### src/rtl/lifo_stack_pkg.sv
// Shared definitions for the LIFO operand stack: operation encodings,
// the op decoder and the address-width helper.
package lifo_stack_pkg;

  // One operation per cycle, decoded from clear/push/pop by priority.
  typedef enum logic [2:0] {
    OP_NONE = 3'd0,
    OP_PUSH = 3'd1,
    OP_POP  = 3'd2,
    OP_REPL = 3'd3,
    OP_CLR  = 3'd4
  } op_e;

  // Address width for a power-of-two depth of at least 2.
  function automatic int calc_aw(input int depth);
    return $clog2(depth);
  endfunction

  // Priority clear > replace > push > pop. A push+pop on an empty stack
  // has no top to replace, so it degrades to a plain push.
  function automatic op_e decode_op(input logic clear,
                                    input logic push,
                                    input logic pop,
                                    input logic empty);
    if (clear)              return OP_CLR;
    if (push && pop)        return empty ? OP_PUSH : OP_REPL;
    if (push)               return OP_PUSH;
    if (pop)                return OP_POP;
    return OP_NONE;
  endfunction

endpackage

### src/rtl/lifo_stack_ctrl_if.sv
// Request/status bundle between the Fibonacci controller (master) and
// the operand stack (slave).
interface lifo_stack_ctrl_if
  import lifo_stack_pkg::*;
#(
  parameter int WIDTH = 8,
  parameter int DEPTH = 32
);

  localparam int AW = calc_aw(DEPTH);

  logic [WIDTH-1:0] din;
  logic             push;
  logic             pop;
  logic             clear;
  logic [AW-1:0]    peek_idx;
  logic [WIDTH-1:0] dout;
  logic [WIDTH-1:0] peek_data;
  logic             peek_valid;
  logic [AW:0]      count;
  logic             empty;
  logic             full;
  logic             overflow;
  logic             underflow;

  modport master (
    output din, push, pop, clear, peek_idx,
    input  dout, peek_data, peek_valid, count, empty, full, overflow, underflow
  );

  modport slave (
    input  din, push, pop, clear, peek_idx,
    output dout, peek_data, peek_valid, count, empty, full, overflow, underflow
  );

endinterface

### src/rtl/lifo_stack_mem.sv
// DEPTH x WIDTH register file: one synchronous write port and two
// asynchronous read ports (top of stack and peek).
module lifo_stack_mem #(
  parameter int WIDTH = 8,
  parameter int DEPTH = 32,
  parameter int AW    = 5
) (
  input  logic             clk,
  input  logic             we,
  input  logic [AW-1:0]    waddr,
  input  logic [WIDTH-1:0] wdata,
  input  logic [AW-1:0]    raddr_top,
  input  logic [AW-1:0]    raddr_peek,
  output logic [WIDTH-1:0] rdata_top,
  output logic [WIDTH-1:0] rdata_peek
);

  logic [WIDTH-1:0] mem [DEPTH];

  // Storage write; entries above count are never observed, so stale data is harmless.
  // NOTE: the array has no reset on purpose -- resetting it would turn the
  // register file into DEPTH*WIDTH reset flops and block RAM inference.
  always_ff @(posedge clk) begin
    if (we) mem[waddr] <= wdata;
  end

  assign rdata_top  = mem[raddr_top];
  assign rdata_peek = mem[raddr_peek];

endmodule

### src/rtl/lifo_stack_ctrl.sv
// LIFO operand stack controller: holds count and the sticky error flags,
// decodes the per-cycle operation and drives the register file.
module lifo_stack_ctrl
  import lifo_stack_pkg::*;
#(
  parameter int WIDTH = 8,
  parameter int DEPTH = 32
) (
  input  logic              clk,
  input  logic              rst,
  lifo_stack_ctrl_if.slave  bus
);

  localparam int          AW        = calc_aw(DEPTH);
  localparam logic [AW:0] DEPTH_CNT = (AW+1)'(DEPTH);

  logic [AW:0]      count_q;
  logic             overflow_q;
  logic             underflow_q;
  logic             empty;
  logic             full;
  op_e              op;
  logic             we;
  logic [AW-1:0]    top_addr;
  logic [AW-1:0]    peek_addr;
  logic [AW-1:0]    waddr;
  logic [WIDTH-1:0] rdata_top;
  logic [WIDTH-1:0] rdata_peek;

  assign empty = (count_q == '0);
  assign full  = (count_q == DEPTH_CNT);

  // Top entry sits one below the write pointer; it wraps when empty but is masked then.
  assign top_addr  = count_q[AW-1:0] - AW'(1);
  assign peek_addr = top_addr - bus.peek_idx;

  // Decode the operation and derive the write strobe and address.
  // NOTE: every always_comb output gets a default first so no path leaves
  // it unassigned, which would otherwise infer a latch.
  always_comb begin
    op    = decode_op(bus.clear, bus.push, bus.pop, empty);
    we    = 1'b0;
    waddr = count_q[AW-1:0];
    unique case (op)
      OP_REPL: begin
        we    = 1'b1;
        waddr = top_addr;
      end
      OP_PUSH: we = !full;
      default: ;
    endcase
    // A write racing an asserted reset is aborted.
    if (rst) we = 1'b0;
  end

  // Count and sticky error flags; clear and rst both return to empty.
  // NOTE: sequential state uses non-blocking assignments so every flop
  // samples pre-edge values regardless of statement order.
  always_ff @(posedge clk or posedge rst) begin
    if (rst) begin
      count_q     <= '0;
      overflow_q  <= 1'b0;
      underflow_q <= 1'b0;
    end else begin
      unique case (op)
        OP_CLR: begin
          count_q     <= '0;
          overflow_q  <= 1'b0;
          underflow_q <= 1'b0;
        end
        OP_PUSH: begin
          if (full) overflow_q <= 1'b1;
          else      count_q    <= count_q + (AW+1)'(1);
        end
        OP_POP: begin
          if (empty) underflow_q <= 1'b1;
          else       count_q     <= count_q - (AW+1)'(1);
        end
        default: ;
      endcase
    end
  end

  lifo_stack_mem #(
    .WIDTH (WIDTH),
    .DEPTH (DEPTH),
    .AW    (AW)
  ) u_mem (
    .clk        (clk),
    .we         (we),
    .waddr      (waddr),
    .wdata      (bus.din),
    .raddr_top  (top_addr),
    .raddr_peek (peek_addr),
    .rdata_top  (rdata_top),
    .rdata_peek (rdata_peek)
  );

  assign bus.peek_valid = ({1'b0, bus.peek_idx} < count_q);
  assign bus.dout       = empty ? '0 : rdata_top;
  assign bus.peek_data  = bus.peek_valid ? rdata_peek : '0;
  assign bus.count      = count_q;
  assign bus.empty      = empty;
  assign bus.full       = full;
  assign bus.overflow   = overflow_q;
  assign bus.underflow  = underflow_q;

endmodule

### src/flat_wrapper.sv
// flat-port wrapper written by rule: the top's interface ports become plain ports
module lifo_stack_ctrl_flat import lifo_stack_pkg::*;
#(
  parameter int WIDTH = 8,
  parameter int DEPTH = 32
)
  (clk, rst, bus_din, bus_push, bus_pop, bus_clear, bus_peek_idx, bus_dout, bus_peek_data, bus_peek_valid, bus_count, bus_empty, bus_full, bus_overflow, bus_underflow);
  lifo_stack_ctrl_if #(.WIDTH(WIDTH), .DEPTH(DEPTH)) bus_i ();
  input  logic clk;
  input  logic rst;
  input wire logic [$bits(bus_i.din)-1:0] bus_din;
  input wire logic [$bits(bus_i.push)-1:0] bus_push;
  input wire logic [$bits(bus_i.pop)-1:0] bus_pop;
  input wire logic [$bits(bus_i.clear)-1:0] bus_clear;
  input wire logic [$bits(bus_i.peek_idx)-1:0] bus_peek_idx;
  output wire logic [$bits(bus_i.dout)-1:0] bus_dout;
  output wire logic [$bits(bus_i.peek_data)-1:0] bus_peek_data;
  output wire logic [$bits(bus_i.peek_valid)-1:0] bus_peek_valid;
  output wire logic [$bits(bus_i.count)-1:0] bus_count;
  output wire logic [$bits(bus_i.empty)-1:0] bus_empty;
  output wire logic [$bits(bus_i.full)-1:0] bus_full;
  output wire logic [$bits(bus_i.overflow)-1:0] bus_overflow;
  output wire logic [$bits(bus_i.underflow)-1:0] bus_underflow;
  assign bus_i.din = bus_din;
  assign bus_i.push = bus_push;
  assign bus_i.pop = bus_pop;
  assign bus_i.clear = bus_clear;
  assign bus_i.peek_idx = bus_peek_idx;
  assign bus_dout = bus_i.dout;
  assign bus_peek_data = bus_i.peek_data;
  assign bus_peek_valid = bus_i.peek_valid;
  assign bus_count = bus_i.count;
  assign bus_empty = bus_i.empty;
  assign bus_full = bus_i.full;
  assign bus_overflow = bus_i.overflow;
  assign bus_underflow = bus_i.underflow;
  lifo_stack_ctrl #(.WIDTH(WIDTH), .DEPTH(DEPTH)) u_core (.clk(clk), .rst(rst), .bus(bus_i));
endmodule
### config.mk
export PLATFORM = sky130hd
export DESIGN_NAME = lifo_stack_ctrl_flat
export DESIGN_NICKNAME = d
export VERILOG_FILES = /design/src/rtl/lifo_stack_pkg.sv /design/src/rtl/lifo_stack_ctrl_if.sv /design/src/rtl/lifo_stack_mem.sv /design/src/rtl/lifo_stack_ctrl.sv /design/src/flat_wrapper.sv
export SDC_FILE = /design/constraint.sdc
export NUM_CORES = 1
export LEC_CHECK = 0
export ABC_AREA = 1
export BUFFER_PORTS_ARGS = -buffer_cell sky130_fd_sc_hd__buf_4
export CORE_ASPECT_RATIO = 1.2
export CORE_UTILIZATION = 50
export DETAILED_ROUTE_END_ITERATION = 12
export PLACE_DENSITY = 0.67
export SKIP_CTS_REPAIR_TIMING = 1
export SYNTH_ARGS = -nofsm -noshare
export SYNTH_HDL_FRONTEND = slang
export SYNTH_HIERARCHICAL = 1
export SYNTH_SLANG_ARGS = --single-unit
### constraint.sdc
create_clock -name clk -period 3.37 [get_ports clk]
set_input_delay 0.337 -clock clk [delete_from_list [all_inputs] [get_ports clk]]
set_output_delay 0.337 -clock clk [all_outputs]
set_load 0.03 [all_outputs]
==> Word level (Yosys, flattened, before mapping) <==
Memory sizes are Yosys's and may differ from the RTL's.
Index checks and enable logic that the tools add are counted.
{ "classes": {"magnitude_cmp": 1, "add_sub_neg": 4, "n_eq_ne": 9, "muxes": 33, "reduce_logical": 9} }
{ "op_table": {"columns": ["operator", "count"], "rows": [
  ["2-to-1 mux 3 bit", 8],
  ["one-hot mux 6 bit (3 select lines)", 1],
  ["2-to-1 mux 8 bit", 2],
  ["2-to-1 mux 1 bit", 15],
  ["2-to-1 mux 6 bit", 2],
  ["adder 6 x 1 -> 6 bit (second input constant)", 1],
  ["== test 3 x 2 -> 1 bit (second input constant)", 2],
  ["== test 6 bit (second input constant)", 1],
  ["zero test 6 bit", 1],
  ["< comparator 5 x 6 -> 1 bit", 1],
  ["one-hot mux 1 bit (2 select lines)", 3],
  ["subtractor 6 x 1 -> 6 bit (second input constant)", 1],
  ["2-to-1 mux 5 bit", 1],
  ["subtractor 5 x 1 -> 5 bit (second input constant)", 1],
  ["subtractor 5 bit", 1],
  ["!= test 2 x 1 -> 1 bit (second input constant)", 2],
  ["!= test 2 bit (second input constant)", 2],
  ["AND reduction 2 bit", 2],
  ["nonzero test 2 bit", 2],
  ["== test 3 x 1 -> 1 bit (second input constant)", 1],
  ["== test 3 bit (second input constant)", 1],
  ["AND reduction 3 bit", 1],
  ["nonzero test 3 bit", 1],
  ["2-to-1 mux 2 bit", 1],
  ["other kinds (2)", 2]
]} }
{ "totals": {"ram_bits": 256, "word_cells": 60, "output_inout_bits": 27, "ff_bits": 8, "in_bits": 18, "n_memories": 1} }
{ "memory_table": {"columns": ["name", "words", "word_bits", "rd", "rd_clocked_by_memory_dff", "write_ports", "line", "rtl"], "rows": [
  ["u_core.u_mem.mem", 32, 8, 2, 0, 1, "lifo_stack_mem.sv:18", "logic [WIDTH-1:0] mem [DEPTH];"]
]} }

==> Logic depth before layout (Yosys ltp) <==
{ "logic_depth": {"depth_word": 17, "mapped_depth": 16, "mapped_depth_nobuf": 15} }

==> Modules after synthesis <==
The synthesis kept the hierarchy.
{ "modules_own_cells": {"columns": ["module", "cells_each", "seq_area_each_um2", "area_each_um2", "n_inst"], "rows": [
  ["lifo_stack_mem", 1523, 7687.4, 13340.3, 1],
  ["lifo_stack_ctrl", 196, 200.2, 1308.8, 1]
]} }

==> Worst setup path before layout <==
OpenSTA, ideal clock, no wires.
{ "synth_path": {"kind": "register -> output", "from": "register u_core.count_q[0], in the netlist u_core/bus.count[0]", "to": "output port bus_peek_data[0]", "required_ps": 3033, "slack_ps": -211, "t_arrival_ps": 3244, "path_stages_with_launch": 17, "n_path_buf": 2, "path_cell_list": "dfrtp_1 > inv_1 > ha_1 > xor2_1 > ha_1 > a21oi_1 > nand2_1 > xor2_1 > buf_2 > inv_1 > clkbuf_1 > nand2_1 > nand2_1 > nand2_1 > nand2_1 > inv_1 > nor2_1"} }
{ "synth_between": {"elab_chain_len": 4, "word_cells_on_any_way": 5, "classes_between": "add/sub: 2; order compare: 1; mux: 1; memory: 1"} }
{ "synth_lines": {"columns": ["item", "line", "rtl"], "rows": [
  ["start: declaration", "lifo_stack_ctrl.sv:17", "logic [AW:0] count_q;"],
  ["start signal: assignment", "lifo_stack_ctrl.sv:73", "else count_q <= count_q + (AW+1)'(1);"],
  ["start signal: assignment", "lifo_stack_ctrl.sv:77", "else count_q <= count_q - (AW+1)'(1);"],
  ["subtractor 5 x 1 -> 5 bit", "lifo_stack_ctrl.sv:34", "assign top_addr = count_q[AW-1:0] - AW'(1);"],
  ["named net u_core.top_addr[0]", "lifo_stack_ctrl.sv:24", "logic [AW-1:0] top_addr;"],
  ["subtractor 5 bit", "lifo_stack_ctrl.sv:35", "assign peek_addr = top_addr - bus.peek_idx;"],
  ["named net u_core.peek_addr[3]", "lifo_stack_ctrl.sv:25", "logic [AW-1:0] peek_addr;"],
  ["memory read (32 x 8 bit)", null, null],
  ["named net u_core.rdata_peek[0]", "lifo_stack_ctrl.sv:28", "logic [WIDTH-1:0] rdata_peek;"],
  ["2-to-1 mux 8 bit", "lifo_stack_ctrl.sv:101", "assign bus.peek_data = bus.peek_valid ? rdata_peek : '0;"],
  ["end: declaration", "flat_wrapper.sv:17", "output wire logic [$bits(bus_i.peek_data)-1:0] bus_peek_data;"]
]} }
The timed path passes the listed nets, and every way through them passes these cells.

==> Worst setup path after layout <==
{ "layout_path": {"from": "register u_core.count_q[0], in the netlist u_core/bus.count[0]", "to": "output port bus_peek_data[7]"} }
The elaborated chain is that of the path after synthesis.

==> results.ini <==
[worst_setup_path]
endpoint_kind=primary output
cpLargestDelayFamily=adder cells
cp.buffers_inverters=6
cp-startpoint=u_core/bus.count[0]$_DFFE_PP0P_
startpoint_type=flip-flop
cpMaxStageDelayCell=fa_2
path_max_fanout=12
setup.worst_path.class=reg -> out
arrival_ns=3.21
required_ns=3.03
crit-reg2reg-launch=u_core/bus.count[0]$_DFFE_PP0P_
critPathMaxStageDelay_ns=0.64
cpMostUsedCell=nand2_1
path_cells=inv_4 > ha_4 > inv_4 > fa_2 > inv_6 > buf_12 > nand3_1 > nand3_1 > nand2_2 > nand2_1 > nand2_1 > nand2_1 > nand2_1 > inv_1 > nor2_1 > buf_4

[sta]
setup_tns_ns=-1.553
whs_ns=0.1061
rsz0062_at_grt=yes
tightest_slew_ns=0.9466
setup_viol=16
skew_ns=0.007606
fin_ws_ns=-0.1732
maxSlewHeadroom_pct=36.89
clock.fmax_ghz=0.2822
finalCriticalPeriod_ns=3.543
hold_viol=0
fin_crit_sh_pct=105.1
slew_viol_final=0

[logic_synthesis]
synthFlopType=edfxtp_1
syn_nets=1754
synth_cell_types=32
synth_seq_cells=264
synth_area_leaders=edfxtp_1 (52%), nand2_1 (20%), nand3_1 (14%)
yosysTopAreaCellShare_pct=52.48
syn-cell-area_mm2=0.01465
yosysTopAreaCell=edfxtp_1
synth-edff-count=256
avgSynthCellArea_um2=8.522
async_flop_share_pct=3.030
yosys_warnings=6
postSynthCellCount=1719
ys_top_cells_by_count=nand2_1 (774), nand3_1 (404), edfxtp_1 (256), inv_1 (55), nor2_1 (46)
synth.most_common_cell=nand2_1
ys_seq_area_share_pct=53.84

[detailed_routing]
wirelength_mm=46.81
ant_nets=0
num_vias=12830
firstDrtPassIters=6
wl_per_cell_um=21.59
drt_iter0_markers=1615
via_per_inst=5.917
route.detailed.drc=0

[cells_and_area]
syn_to_final_growth_pct=13.76
fill_cells=2584
drive_gt1_share_pct=13.35
multi_input_area_mm2=0.005976
seqCellArea_mm2=0.007889
fin_nets=1801
num_antenna_cells=0

[floorplanning]
die_area_mm2=0.02999
row_count=68
chipHeight_um=189.5
coreArea_mm2=0.02876
fp.dieW_um=158.3
io_pins=45
initial_core_util_pct=50.94

[clock_tree]
ctsRootBufferMaster=clkbuf_16
htreeDepth=1
clockBufferDepth=3
cts_buffers=26
cts_tree=built
cts.clk_slew.worst_paths_ns=0.06
clock_sinks=264
clk_latency_ns=0.54

[place]
place.port_buffers=44
globalplace.congestion=0.9189
dp_hpwl_mm=28.16
dp_slack_ns=0.3103

[run]
maxCapViolations=0

[global_routing]
overflow=0
grt_pass1_vias=11950
grt_max_degree=98
grt_pass1_wl_mm=68.05
antenna_found_initial=0
grt_use_total_pct=30.41

[status]
status=complete, but fails checks
violations=negative setup slack

[worst_hold_path]
holdCritPathClass=in -> reg
hold_start=bus_clear

==> sequential cells by signal, indices dropped and copies added, names as in the netlist <==
signal and count:
u_core/bus.count 6, u_core/bus.overflow 1, u_core/bus.underflow 1, u_core/u_mem/mem 256
==> layer usage <==
layer | GRT usage, % | vias to the layer above | part of all wire (%)
met4 | 13.54 | 0 | 4.6
met2 | 48.13 | 814 | 47
met5 | 0 | - | 0
met3 | 4.486 | 149 | 11
li1 | - | 5841 | -
met1 | 41.30 | 6025 | 38
==> logic make-up after synthesis <==
family,share of synthesized area [%]
DFF,53.84
adders and majority gates,1.555
and+or+nand+nor,36.25
xor gates and xnor gates,0.4783
buffers and inverters,7.217
AOI/OAI and AO/OA,0.6576
==> area by class of cell <==
cell class	count	area share (%)
well taps	385	2.891
clock buffers	38	4.422
flip-flops and latches	264	47.34
multi-input cells	1286	35.86
clock inverters	7	0.3529
repair buffers	125	7.553
inverters	63	1.584
==> layout by cell type (no fill, tap or decap), types with 3 or more instances in the layout <==
cell and n:
buf_12 9, clkbuf_16 32, inv_4 6, edfxtp_1 256, nor2_4 3, buf_6 15, nand3_4 3, nand4_1 5
ha_1 11, a21oi_1 7, clkbuf_1 9, nand3_1 379, inv_1 49, dfrtp_1 7, clkbuf_8 3, clkinv_1 3
nand2_1 766, inv_2 6, nor2_2 8, ha_4 4, buf_4 89, nand2_2 13, xor2_1 3, nand3_2 27
nor2_1 39, o21ai_1 4
==> path summary, 6_finish.rpt <==
check | to | slack [ns] | depth (start not counted)
setup / recovery | bus_peek_data[7] | -0.17 | 16
max in group asynchronous | u_core/bus.count[0]$_DFFE_PP0P_ | 2.79 | 3
hold reg to reg | u_core/bus.underflow$_DFFE_PP0P_ | 0.50 | 2
setup reg to reg | u_core/u_mem/mem[20][1]$_DFFE_PP_ | 0.67 | 9
min in group asynchronous | u_core/bus.count[3]$_DFFE_PP0P_ | 0.32 | 3
hold / removal | u_core/bus.overflow$_DFFE_PP0P_ | 0.11 | 4
==> worst reg2reg max path: stages (launching register included) <==
cell and delay, ns:
dfrtp_2 0.43, inv_4 0.11, ha_4 0.18, xor2_4 0.17
clkbuf_8 0.36, nor2_1 0.09, a21oi_1 0.33, nand3_1 0.29
nor2_1 0.23, buf_4 0.20
==> stage by stage <==
step	instances	area (um^2)	util, %
5_1_grt	2168	16660	57.95
4_1_cts	2157	16160	56.21
2_1_floorplan	1719	14670	-
3_3_place_gp	2112	15370	53.44
3_5_place_dp	2112	15370	53.44
6_report	2168	16660	57.95
Power is left out: the tool's default activity adds up to more than one toggle a clock period on the data nets, which glitch-free logic cannot reach.
